==> src/rtl/pam4_symbol_serializer_if.sv <==
// pam4_symbol_serializer_if: word handshake and symbol stream bundle.
// The DUT takes the slave side, the source/sink takes master.
interface pam4_symbol_serializer_if #(
  parameter int DATA_WIDTH = 8
);
  logic [DATA_WIDTH-1:0] data_in;
  logic                  data_in_valid;
  logic                  data_in_ready;
  logic                  sym_en;
  logic [1:0]            symbol_out;
  logic                  symbol_out_valid;
  logic                  word_start;
  logic                  underrun;

  modport master (
    output data_in,
    output data_in_valid,
    output sym_en,
    input  data_in_ready,
    input  symbol_out,
    input  symbol_out_valid,
    input  word_start,
    input  underrun
  );

  modport slave (
    input  data_in,
    input  data_in_valid,
    input  sym_en,
    output data_in_ready,
    output symbol_out,
    output symbol_out_valid,
    output word_start,
    output underrun
  );
endinterface

==> src/rtl/pam4_symbol_serializer.sv <==
// pam4_symbol_serializer: slices words into 2-bit symbols, MSB first,
// one per sym_en strobe, with optional Gray mapping.
module pam4_symbol_serializer #(
  parameter int DATA_WIDTH = 8,
  parameter bit GRAY_EN    = 1'b1
) (
  input logic clk,
  input logic rstn,
  pam4_symbol_serializer_if.slave io
);
  localparam int N  = DATA_WIDTH / 2;
  localparam int CW = (N > 1) ? $clog2(N) : 1;

  logic [DATA_WIDTH-1:0] pend_q, pend_d;
  logic                  pend_v_q, pend_v_d;
  logic [DATA_WIDTH-1:0] shift_q, shift_d;
  logic [CW-1:0]         cnt_q, cnt_d;
  logic [1:0]            sym_q, sym_d;
  logic                  vld_q, vld_d;
  logic                  ws_q, ws_d;
  logic                  und_q, und_d;
  logic                  take;
  logic                  ready;
  logic                  accept;

  function automatic logic [1:0] map_sym(input logic [1:0] s);
    if (GRAY_EN) return {s[1], s[1] ^ s[0]};
    else return s;
  endfunction

  // The pending slot frees up in the same cycle it hands off to SHIFT.
  assign take   = io.sym_en & (cnt_q == '0) & pend_v_q;
  assign ready  = rstn & (!pend_v_q | take);
  assign accept = io.data_in_valid & ready;

  assign io.data_in_ready    = ready;
  assign io.symbol_out       = sym_q;
  assign io.symbol_out_valid = vld_q;
  assign io.word_start       = ws_q;
  assign io.underrun         = und_q;

  // Next state: drain SHIFT first, then PEND, else flag starvation.
  always_comb begin
    pend_d   = pend_q;
    pend_v_d = pend_v_q;
    shift_d  = shift_q;
    cnt_d    = cnt_q;
    sym_d    = sym_q;
    vld_d    = 1'b0;
    ws_d     = 1'b0;
    und_d    = 1'b0;
    if (io.sym_en) begin
      if (cnt_q != '0) begin
        sym_d   = map_sym(shift_q[DATA_WIDTH-1 -: 2]);
        shift_d = shift_q << 2;
        cnt_d   = cnt_q - CW'(1);
        vld_d   = 1'b1;
      end else if (pend_v_q) begin
        sym_d    = map_sym(pend_q[DATA_WIDTH-1 -: 2]);
        shift_d  = pend_q << 2;
        cnt_d    = CW'(N - 1);
        vld_d    = 1'b1;
        ws_d     = 1'b1;
        pend_v_d = 1'b0;
      end else begin
        und_d = 1'b1;
      end
    end
    if (accept) begin
      pend_d   = io.data_in;
      pend_v_d = 1'b1;
    end
  end

  // State and registered outputs; reset discards any word in flight.
  always_ff @(posedge clk or negedge rstn) begin
    if (!rstn) begin
      pend_q   <= '0;
      pend_v_q <= 1'b0;
      shift_q  <= '0;
      cnt_q    <= '0;
      sym_q    <= 2'b00;
      vld_q    <= 1'b0;
      ws_q     <= 1'b0;
      und_q    <= 1'b0;
    end else begin
      pend_q   <= pend_d;
      pend_v_q <= pend_v_d;
      shift_q  <= shift_d;
      cnt_q    <= cnt_d;
      sym_q    <= sym_d;
      vld_q    <= vld_d;
      ws_q     <= ws_d;
      und_q    <= und_d;
    end
  end
endmodule
==> src/flat_wrapper.sv <==
// flat-port wrapper written by rule: the top's interface ports become plain ports
module pam4_symbol_serializer_flat 
#(
  parameter int DATA_WIDTH = 8,
  parameter bit GRAY_EN    = 1'b1
)
  (clk, rstn, io_data_in, io_data_in_valid, io_sym_en, io_data_in_ready, io_symbol_out, io_symbol_out_valid, io_word_start, io_underrun);
  pam4_symbol_serializer_if #(.DATA_WIDTH(DATA_WIDTH)) io_i ();
  input logic clk;
  input logic rstn;
  input wire logic [$bits(io_i.data_in)-1:0] io_data_in;
  input wire logic [$bits(io_i.data_in_valid)-1:0] io_data_in_valid;
  input wire logic [$bits(io_i.sym_en)-1:0] io_sym_en;
  output wire logic [$bits(io_i.data_in_ready)-1:0] io_data_in_ready;
  output wire logic [$bits(io_i.symbol_out)-1:0] io_symbol_out;
  output wire logic [$bits(io_i.symbol_out_valid)-1:0] io_symbol_out_valid;
  output wire logic [$bits(io_i.word_start)-1:0] io_word_start;
  output wire logic [$bits(io_i.underrun)-1:0] io_underrun;
  assign io_i.data_in = io_data_in;
  assign io_i.data_in_valid = io_data_in_valid;
  assign io_i.sym_en = io_sym_en;
  assign io_data_in_ready = io_i.data_in_ready;
  assign io_symbol_out = io_i.symbol_out;
  assign io_symbol_out_valid = io_i.symbol_out_valid;
  assign io_word_start = io_i.word_start;
  assign io_underrun = io_i.underrun;
  pam4_symbol_serializer #(.DATA_WIDTH(DATA_WIDTH), .GRAY_EN(GRAY_EN)) u_core (.clk(clk), .rstn(rstn), .io(io_i));
endmodule
==> config.mk <==
export PLATFORM = sky130hd
export DESIGN_NAME = pam4_symbol_serializer_flat
export DESIGN_NICKNAME = d
export VERILOG_FILES = /design/src/rtl/pam4_symbol_serializer_if.sv /design/src/rtl/pam4_symbol_serializer.sv /design/src/flat_wrapper.sv
export SDC_FILE = /design/constraint.sdc
export NUM_CORES = 1
export LEC_CHECK = 0
export CAP_MARGIN = 20
export CORE_MARGIN = 4
export CORE_UTILIZATION = 45
export DETAILED_ROUTE_END_ITERATION = 8
export GPL_TIMING_DRIVEN = 0
export PLACE_DENSITY = 0.73
export SYNTH_ARGS = -nofsm -noshare
export SYNTH_HDL_FRONTEND = slang
export SYNTH_SLANG_ARGS = --single-unit
==> constraint.sdc <==
create_clock -name clk -period 2.2 [get_ports clk]
set_clock_uncertainty 0.05 [all_clocks]
set_input_delay 0.44 -clock clk [delete_from_list [all_inputs] [get_ports clk]]
set_output_delay 0.44 -clock clk [all_outputs]
set_load 0.01 [all_outputs]
**Yosys cells after proc, flatten, opt, wreduce, memory -nomap -nowiden**

Cells that the tools add are included.

- Input bits: 12
- Word-level logic and storage cells: 41
- Bits in registers: 24
- Output and inout bits: 6

- Bitwise operators: 7
- Mux-type cells: 17
- Equality and inequality tests: 1
- Reductions and logical operators: 7
- Add/subtract/negate cells: 1

Operators by type and width:

| kind | count |
|---|---|
| $mux W8 | 2 |
| $mux W1 | 11 |
| $mux W2 | 4 |
| $reduce_bool A2 Y1 | 3 |
| $and A1 B1 Y1 | 4 |
| $reduce_and A2 Y1 | 2 |
| $logic_not A2 Y1 | 1 |
| $ne A2 B1 Y1 const B | 1 |
| $sub A2 B1 Y2 const B | 1 |
| $xor A1 B1 Y1 | 2 |
| $logic_not A1 Y1 | 1 |
| $or A1 B1 Y1 | 1 |

**Longest topological paths before layout**

Gate-level depths: netlist of the first run.

- Depth in word-level cells: 8
- Depth in mapped cells: 7
- Mapped depth without buffers: 5

**Least setup slack after synthesis of the first run**

No wires, ideal clock.

- Path type: flip-flop to flip-flop
- From: register u_core.cnt_q[0]
- To: register u_core.sym_q[1], in the netlist u_core.io.symbol_out[1]
- Buffers on the path: 2
- Library setup time: 0.125 ns
- Setup slack: 0.675 ns
- Arrival: 1.350 ns
- Data required time: 2.025 ns
- Cell stages (with the launch flop): 8
- Period minus slack after synthesis: 1.525 ns
- Path through: dfrtp_1 > inv_1 > ha_1 > buf_6 > inv_2 > o21ai_2 > buf_6 > mux2_2

- Cells in the longest elaborated chain, start to end: 3
- Elaborated cells between the ends (all ways): 4
- Those cells by class: 1 x mux; 3 x reduce/logical

RTL lines:

| item | line | text |
|---|---|---|
| start, declared | pam4_symbol_serializer.sv:17 | `logic [CW-1:0] cnt_q, cnt_d;` |
| start signal, assigned | pam4_symbol_serializer.sv:90 | `cnt_q <= cnt_d;` |
| $reduce_bool A2 Y1 (*) | pam4_symbol_serializer.sv:53 | `if (cnt_q != '0) begin` |
| $reduce_bool A2 Y1 (no source line) | n/a |  |
| $reduce_and A2 Y1 (no source line) | n/a |  |
| end signal, assigned | pam4_symbol_serializer.sv:91 | `sym_q <= sym_d;` |
| end, declared | pam4_symbol_serializer.sv:18 | `logic [1:0] sym_q, sym_d;` |

Mark *: on every way between the ends. The rest lies on a longest branch, timed or not.
A chain may end at the register's enable or synchronous reset.

**Worst setup path after layout of the first run**

- From: register u_core.cnt_q[0]
- To: output io_data_in_ready

- Cells in the longest elaborated chain, start to end: 5

RTL lines:

| item | line | text |
|---|---|---|
| $logic_not A2 Y1 | pam4_symbol_serializer.sv:32 | `assign take = io.sym_en & (cnt_q == '0) & pend_v_q;` |
| $and A1 B1 Y1 (2 in a row) | pam4_symbol_serializer.sv:32 |  |
| $or A1 B1 Y1 | pam4_symbol_serializer.sv:33 | `assign ready = rstn & (!pend_v_q \| take);` |
| $and A1 B1 Y1 | pam4_symbol_serializer.sv:33 |  |
| end, declared | flat_wrapper.sv:14 | `output wire logic [$bits(io_i.data_in_ready)-1:0] io_data_in_ready;` |

No other way between the ends.

==> results.txt, run 1 <==
- DR WL/cell: 11.87 µm
- Net total in the final layout: 101
* Buffer levels on the longest clock path: 2
- Netlist Area Pre-Place: 944.7 µm²
- Global routing finished with a remaining overflow of 0.
- Largest stage delay, worst path: 0.39 ns
- Max-cap violations in this run came to 0.
- Avg Cell Area, Syn: 14.31 µm²
* Pin slew with the least headroom to its limit: 0.5456 ns
* Core region area: 1982 µm²
* CP Cell Sequence: inv_1 > ha_1 > buf_6 > nand2_4 > nand2_1 > and2_1 > clkbuf_2
* Crit path DAT: 1.52 ns
- Post-synthesis sequential element count: 22
* Via density per instance: 4.894
* TritonCTS Buffers: 3
* Top post-synthesis cells by count: sky130_fd_sc_hd__dfrtp_1, sky130_fd_sc_hd__mux2_2, sky130_fd_sc_hd__nand2_1
- Status: finished, final reports clean
- The biggest area contributor in the post-synthesis netlist is sky130_fd_sc_hd__dfrtp_1.
- The final number of hold-violating endpoints came to 0.
- The first global-routing pass estimated 2.428 mm of wire.
- Yosys warnings: 0
* Horizontal die dimension: 53.82 µm
- The share of total power dissipated in combinational logic is 0.389.
- CTS saw 22 sinks.
- In this run the worst path has a maximum fanout of 9.
- The HPWL after detailed placement is 959.3 µm.
- Placed cell count: 110
* P_leak: 0.5338 nW
- Total internal power: 0.9686 mW
* Clock-pin slew on the worst setup and hold paths: 0.11 ns
- Fraction of power consumed by sequential logic: 0.483
- Of the available clock period, the critical path in the final layout requires 0.9131.
* Most frequently used cell type in the post-synthesis netlist: sky130_fd_sc_hd__dfrtp_1
- For this design the top-level I/O count stands at 18.
- The tree is rooted in a sky130_fd_sc_hd__clkbuf_4.
- The completed layout was analyzed and its total power is 1.381 mW.
- The tightest hold path in the finished design has a slack of 0.1467 ns.
* Post-Synthesis Cells: 66
- Once detail routing completed, the nets flagged for antenna violations numbered 0.
- In this run the tightest slew margin relative to its limit is 0.6363.
- Library cell contributing the largest single delay on the critical path: sky130_fd_sc_hd__dfrtp_1
* Effective utilization at floorplan: 0.4766
- The floorplan step set the die height to 53.82 µm.
- In the synthesized netlist the dominant register cell turns out to be sky130_fd_sc_hd__dfrtp_1.
- The first detailed-routing pass ran for 3 iterations.
* Setup repair after global routing missed its margin: false
* Antenna violations before repair: 0
- CTS built an H-tree with a depth of 1.
* Path class of the lowest-slack min-delay path: in2async
- STA classifies the critical path startpoint as a flip-flop.
- Data required time of the worst path: 1.71 ns
- In the global route stage, overall resource usage came out at 0.1199.
* Buffer count from post-CTS setup fixing: 0
- After floorplanning, the core was divided into 16 placement rows.
- Worst voltage drop across the vdd grid: 0.6961 mV
* Fraction of layout cells with a size suffix above 1: 0.3605
* Critical path type: reg2out
- Of the post-synthesis cell area, the dominant cell type holds 0.5828.
- Achievable Freq: 497.8 MHz
- In this run the tool buffered the top-level ports with 17 buffer cells.
* Dominant cells by area after synthesis: sky130_fd_sc_hd__dfrtp_1, sky130_fd_sc_hd__mux2_2, sky130_fd_sc_hd__buf_6
- Area growth from synthesis to layout: 23.58%
- The number of global-route vias before repair is 557.
* Fin cells: 113
- Die Footprint: 2896 µm²
- At the end of routability-driven placement, the weighted congestion stood at 0.7451.
- Final min period: 2.009 ns
* Setup-failing EPs final: 0
- The analysis attributes to net switching a power of 0.4122 mW.
- For this run, the register share of the synthesized area comes to 0.5828.
* Net Count, Synth: 79
- Yosys mapped a number of flops with a built-in enable equal to 0.
- TritonCTS built the clock tree.
* Power density cells: 1183 nW/µm²
- N_diodes: 0
* Net switching share of the total power: 0.2985
* Count of routing violations after the opening detailed-route iteration: 4
- At the placement stage, the worst setup path has a slack of -0.6868 ns.
- Worst Setup End Kind: output pin
* Total via count in the routed design: 553
* Total wirelength of the detailed-routed design: 1.341 mm
- Entering global routing, the biggest net connects 25 pins.
* Number of remaining DRC errors: 0
- In this run, distinct cell masters in the synthesized netlist total 20.
- The later pin in the worst-skew pair is clocked with a latency of 0.30 ns.
- The worst path meets setup with 0.1912 ns of slack.
- In the final timing run, aggregate negative setup slack is 0 ns.
- Of all flip-flops after synthesis, the portion carrying an async set or reset was 1.000.
- The share of total power dissipated in the clock network is 0.128.
- The total count of max-transition violations in the final report was 0.
==> cell usage in the layout (no fill, tap or decap), types with 2 or more instances in the layout <==
master,synthesis,final
sky130_fd_sc_hd__nor2_1,2,2
sky130_fd_sc_hd__mux2_2,18,18
sky130_fd_sc_hd__dfrtp_1,22,22
sky130_fd_sc_hd__nand2_1,4,4
sky130_fd_sc_hd__clkdlybuf4s50_1,0,15
sky130_fd_sc_hd__inv_1,3,3
sky130_fd_sc_hd__buf_6,2,2
sky130_fd_sc_hd__a22o_1,2,2
sky130_fd_sc_hd__clkbuf_4,0,3
==> worst paths after layout <==
path	startpoint	depth (start not counted)	end	slack (ns)
max	u_core.cnt_q[0]	7	io_data_in_ready	0.19
min	rstn	1	u_core.io.underrun	0.15
max in group asynchronous	rstn	1	u_core.pend_v_q	1.59
max reg2reg	u_core.cnt_q[0]	6	u_core.pend_q[4]	0.51
min in group clk	u_core.pend_q[0]	1	u_core.shift_q[2]	0.46
min reg2reg	u_core.pend_q[0]	1	u_core.shift_q[2]	0.46
==> state kept, by name, indices dropped and copies added, names as in the netlist <==
register                    count
u_core.io.symbol_out_valid      1
u_core.cnt_q                    2
u_core.io.symbol_out            2
u_core.shift_q                  6
u_core.pend_q                   8
u_core.pend_v_q                 1
u_core.io.word_start            1
u_core.io.underrun              1
==> logic make-up (layout without fill, tap and decap cells) <==
group	after synthesis	count (layout)	synth area share
mux	19	19	0.2252
simple gates	10	10	0.05961
fa+ha+maj	1	1	0.01324
buf+inv	6	26	0.03973
flops	22	22	0.5828
compound gates	6	6	0.06093
xor+xnor	2	2	0.01855
==> layout make-up <==
type | instances | area (µm²)
Buffer | 2 | 22.52
Clock buffer | 3 | 22.52
Fill cell | 161 | 814.5
Inverter | 4 | 15.01
Multi-Input combinational cell | 38 | 356.6
Sequential cell | 22 | 550.5
Tap cell | 27 | 33.78
Timing Repair Buffer | 17 | 166.4
==> power by group through the flow <==
| stage | Clock, mW | Combinational [mW] | Sequential (mW) |
|---|---|---|---|
| 6_report | 0.177 | 0.537 | 0.667 |
| 5_1_grt | 0.200 | 0.605 | 0.690 |
| 4_1_cts | 0.183 | 0.549 | 0.669 |
| 3_5_place_dp | 0 | 0.550 | 0.679 |
| 3_3_place_gp | 0 | 0.537 | 0.674 |
| 2_1_floorplan | 0 | 0.394 | 0.671 |
==> layer usage <==
layer / share of wire / up-vias / track usage
met1: 0.44 / 270 / 0.1480
li1: - / 267 / -
met5: 0 / - / 0
met3: 0.082 / 0 / 0.05817
met4: 0 / 0 / 0.01277
met2: 0.47 / 16 / 0.1956
==> critical path: cells and delay by family (launching register included) <==
family | cells | cell delay (ns)
simple gates | 3 | 0.30
buf+inv | 3 | 0.33
fa+ha+maj | 1 | 0.20
flops | 1 | 0.39
==> per-stage QoR <==
stage,area [µm²],utilization
final,1167,0.5890
after global routing,1167,0.5890
after CTS,1171,0.5909
after detailed placement,1149,0.5795
after global placement,1149,0.5795
after floorplan,944.7,-
==> what timing repair did <==
action | 4_1_cts | 5_1_grt
hold buffers | 0 | 0
endpoints found under the setup margin | 9 | 1
resized for setup | 4 | 2
hold endpoints to repair | 0 | 0
No activity file was read; power rests on OpenSTA's default activity.
==> run 2: changes to the inputs <==
- CAP_MARGIN: 20 -> unset
==> results of run 2 <==
No change in the layout: final DEF, timing and power equal those of run 1.
==> run 3: changes to the inputs <==
- ABC_AREA: unset -> 1
- PLACE_DENSITY: 0.73 -> 0.72
==> run 3 against run 2 <==
Against the previous run:
- cell count is 41% higher
- via count is 31% higher
- register-to-register slack better by 0.21 ns
- clock power is 23% higher
- die area is 1.9% higher
- setup slack worse by 0.083 ns
- sequential share of layout area is 1.5 points lower
- critical path type unchanged
- highest routed layer unchanged
==> results.txt, run 3 <==
* Setup repair after global routing missed its margin: false
- CTS tree: done
- Most frequently used cell type in the post-synthesis netlist: sky130_fd_sc_hd__nand2_1
* Part of the power in combinational logic: 0.376
- Clock insertion delay at the later pin of the skew report: 0.30 ns
- Vias in the first global route: 671
- Total GRT Usage: 0.1288
* Total count of hold-check failures in the final report: 0
- The largest total area in the synthesized netlist belongs to sky130_fd_sc_hd__dfrtp_1.
- The number of nets handed over by synthesis was 124.
* Min Hold Slack: 0.1582 ns
- Area occupied by registers: 550.5 µm²
- After layout, the design draws a total of 1.423 mW.
- Fraction of power consumed by sequential logic: 0.471
* Number of detailed-routing iterations run before antenna repair: 4
* Proportion of register bits with asynchronous set or reset after synthesis: 1.000
- Using the TritonRoute via totals, the vias-per-cell ratio works out to 4.553.
* Avg Cell Area, Syn: 8.702 µm²
- The initialized floorplan defines 16 standard-cell rows.
- The routed design has 1.585 mm of wire.
* Tightest slew margin relative to the limit: 0.6216
- Net switching share of the total power: 0.3580
- During placement, the flow inserted port buffers numbering 16.
- Most frequent standard cell in the layout excluding fill and tap cells: sky130_fd_sc_hd__nand2_1
- # clock sinks: 22
* Die boundary height: 54.33 µm
- P_leak: 0.5933 nW
* Status: finished, final reports clean
* Global-route wire length before repair: 2.753 mm
- STA classifies the critical path endpoint as an output pin.
- Data on the critical path is required at its endpoint by 1.71 ns.
* Top post-synthesis cells by count: sky130_fd_sc_hd__nand2_1, sky130_fd_sc_hd__dfrtp_1, sky130_fd_sc_hd__inv_1
- Of the post-synthesis cell area, the dominant cell type holds 0.5699.
- For this run, design rule violations remaining after detail routing come to 0.
- The total count of max-transition violations in the final report came to 0.
- For this run, the top clock speed supported by timing is 478.0 MHz.
- Setup violations remaining at the end of the flow were counted as 0.
* Post-synth cell types: 18
- Critical path fanouts, max: 6
- In the finished design, the share of the clock period the worst path needs comes to 0.9510.
- Total I/O pin count: 18
- For this run, the number of Yosys warnings is 0.
* Area growth from synthesis to layout: 24.87%
* Number of buffers inserted for hold repair after clock tree synthesis: 0
- Total area of multi-input combinational cells: 345.3 µm²
- Half-perimeter wire length after detailed placement: 1.177 mm
- The number of clock buffers added by TritonCTS is 3.
- Routability-driven placement finished with a final weighted congestion of 0.8162.
- Count of nets left with antenna violations after detail routing: 0
- Ys flop type: sky130_fd_sc_hd__dfrtp_1
- The worst hold path belongs to the class in2async.
- The detailed router finished its first iteration with 18 violations.
* Pin slew with the least headroom to its limit: 0.5677 ns
- Of the total power, the clock network draws 0.152.
- Largest register FFs: 8
- Horizontal die dimension: 54.33 µm
* Total internal power: 0.9138 mW
- The setup path with the least slack is of type reg2out.
- Leaving out fill and tap cells, the most frequent cells in the layout are sky130_fd_sc_hd__nand2_1, sky130_fd_sc_hd__dfrtp_1, sky130_fd_sc_hd__clkdlybuf4s50_1.
- The final route contains 724 vias.
* Post-Synthesis Cells: 111
- Total non-filler cell area in the finished layout: 1206 µm²
* Post-place instance area: 1160 µm²
* N_diodes: 0
* Register with the most flip-flops: u_core.pend_q
- Net total in the final layout: 146
- After detailed routing, the average wire length per cell comes to 9.969 µm.
- Effective utilization at floorplan: 0.4825
- Global route total overflow: 0
* Sequential area share after synthesis: 0.5699
- Counting the fill cells in the layout gives 187.
- The core region is 2002 µm².
- Max-cap violations in this run came to 0.
- Crit path DAT: 1.60 ns
* Largest registers: u_core.pend_q (8), u_core.shift_q (6)
* Dominant cells by area after synthesis: sky130_fd_sc_hd__dfrtp_1, sky130_fd_sc_hd__nand2_1, sky130_fd_sc_hd__nand3_1
- Final min period: 2.092 ns
* Critical Path Source Type: flip-flop
- Entering global routing, the biggest net connects 25 pins.
* Fraction of layout cells with a size suffix above 1: 0.1061
* Antenna violations before repair: 0
- Cell at the root of the clock tree: sky130_fd_sc_hd__clkbuf_4
* Die Footprint: 2952 µm²
- H-tree depth: 1
- After synthesis the netlist holds a flip-flop and latch count of 22.
- The synthesized design contains 0 enable-type register cells.
- For this design the ratio of total power to cell area is 1180 nW/µm².
- Buffer levels on the longest clock path: 2
- Clock-pin slew on the worst setup and hold paths: 0.12 ns
- Summed over all nets, the switching power comes to 0.5095 mW.
- Netlist Area Pre-Place: 965.9 µm²
- Worst voltage drop across the vdd grid: 0.7060 mV
## run 3: cell count changes after synthesis, sizes merged, moves of 2 or more
cell	delta
inv	+10
nand3	+13
nand2	+35
mux2	-18
a22o	-2
o21ai	+10
## run 3: worst max-delay path, stage by stage (launching register included)
cell and delay, ns:
sky130_fd_sc_hd__dfrtp_1 0.38, sky130_fd_sc_hd__inv_1 0.09, sky130_fd_sc_hd__ha_2 0.24, sky130_fd_sc_hd__nand2_1 0.14, sky130_fd_sc_hd__a21boi_4 0.18, sky130_fd_sc_hd__dlygate4sd2_1 0.28
## run 3: per-layer routing
| layer | GRT usage | wire (µm) |
|---|---|---|
| met1 | 0.1780 | 805 |
| met4 | 0.06224 | 0 |
| met5 | 0 | 0 |
| met3 | 0.02452 | 89 |
| met2 | 0.1932 | 689 |
## run 3: layout make-up
class / count / area share
buffer: 3 / 0.01660
clock buffer: 4 / 0.03008
inverter: 14 / 0.04357
multi-input combinational: 72 / 0.2863
sequential: 22 / 0.4564
tap: 27 / 0.02801
timing repair buffer: 17 / 0.1390
## run 3: final timing paths
check                           cells after the start  slack [ns]                       to                     from
worst max-delay path                                5        0.11         io_data_in_ready          u_core.cnt_q[0]
worst min-delay path                                1        0.16        u_core.shift_q[2]                     rstn
worst max register to register                      7        0.72         u_core.pend_q[6]          u_core.cnt_q[0]
worst min register to register                      2        0.44  u_core.io.symbol_out[1]  u_core.io.symbol_out[1]
max in group asynchronous                           1        1.57       u_core.io.underrun                     rstn
min in group clk                                    2        0.44  u_core.io.symbol_out[1]  u_core.io.symbol_out[1]
## run 3: metrics by stage
step	setup TNS (ns)	instances	utilization	setup WS, ns
floorplan	0	111	-	0.6929
finish	0	159	0.6025	0.1078
global route	0	159	0.6025	0.01445
CTS	0	159	0.6025	0.08250
global placement	-2.370	154	0.5794	-0.9354
detailed placement	-2.371	154	0.5794	-0.9424
## run 3: what timing repair did
item | in CTS | in global routing
buffers inserted | 1 | 0
endpoints found under the hold margin | 0 | 0
resized for setup | 5 | 0
endpoints found under the setup margin | 1 | 0
## run 3: power by group through the flow
stage               combinational, mW  clock, mW  sequential (mW)
floorplan                       0.364          0            0.669
global placement                0.526          0            0.672
detailed placement              0.533          0            0.680
CTS                             0.541      0.229            0.670
global route                    0.626      0.240            0.693
finish                          0.535      0.217            0.671
## run 3: kinds of logic (layout without fill, tap and decap cells)
kind of cell    Yosys count  count (layout)  share of synthesized area
compound gates           14              14                    0.08678
fa+ha+maj                 1               1                    0.01295
flops                    22              22                     0.5700
simple gates             57              57                     0.2552
buf+inv                  17              38                    0.07512
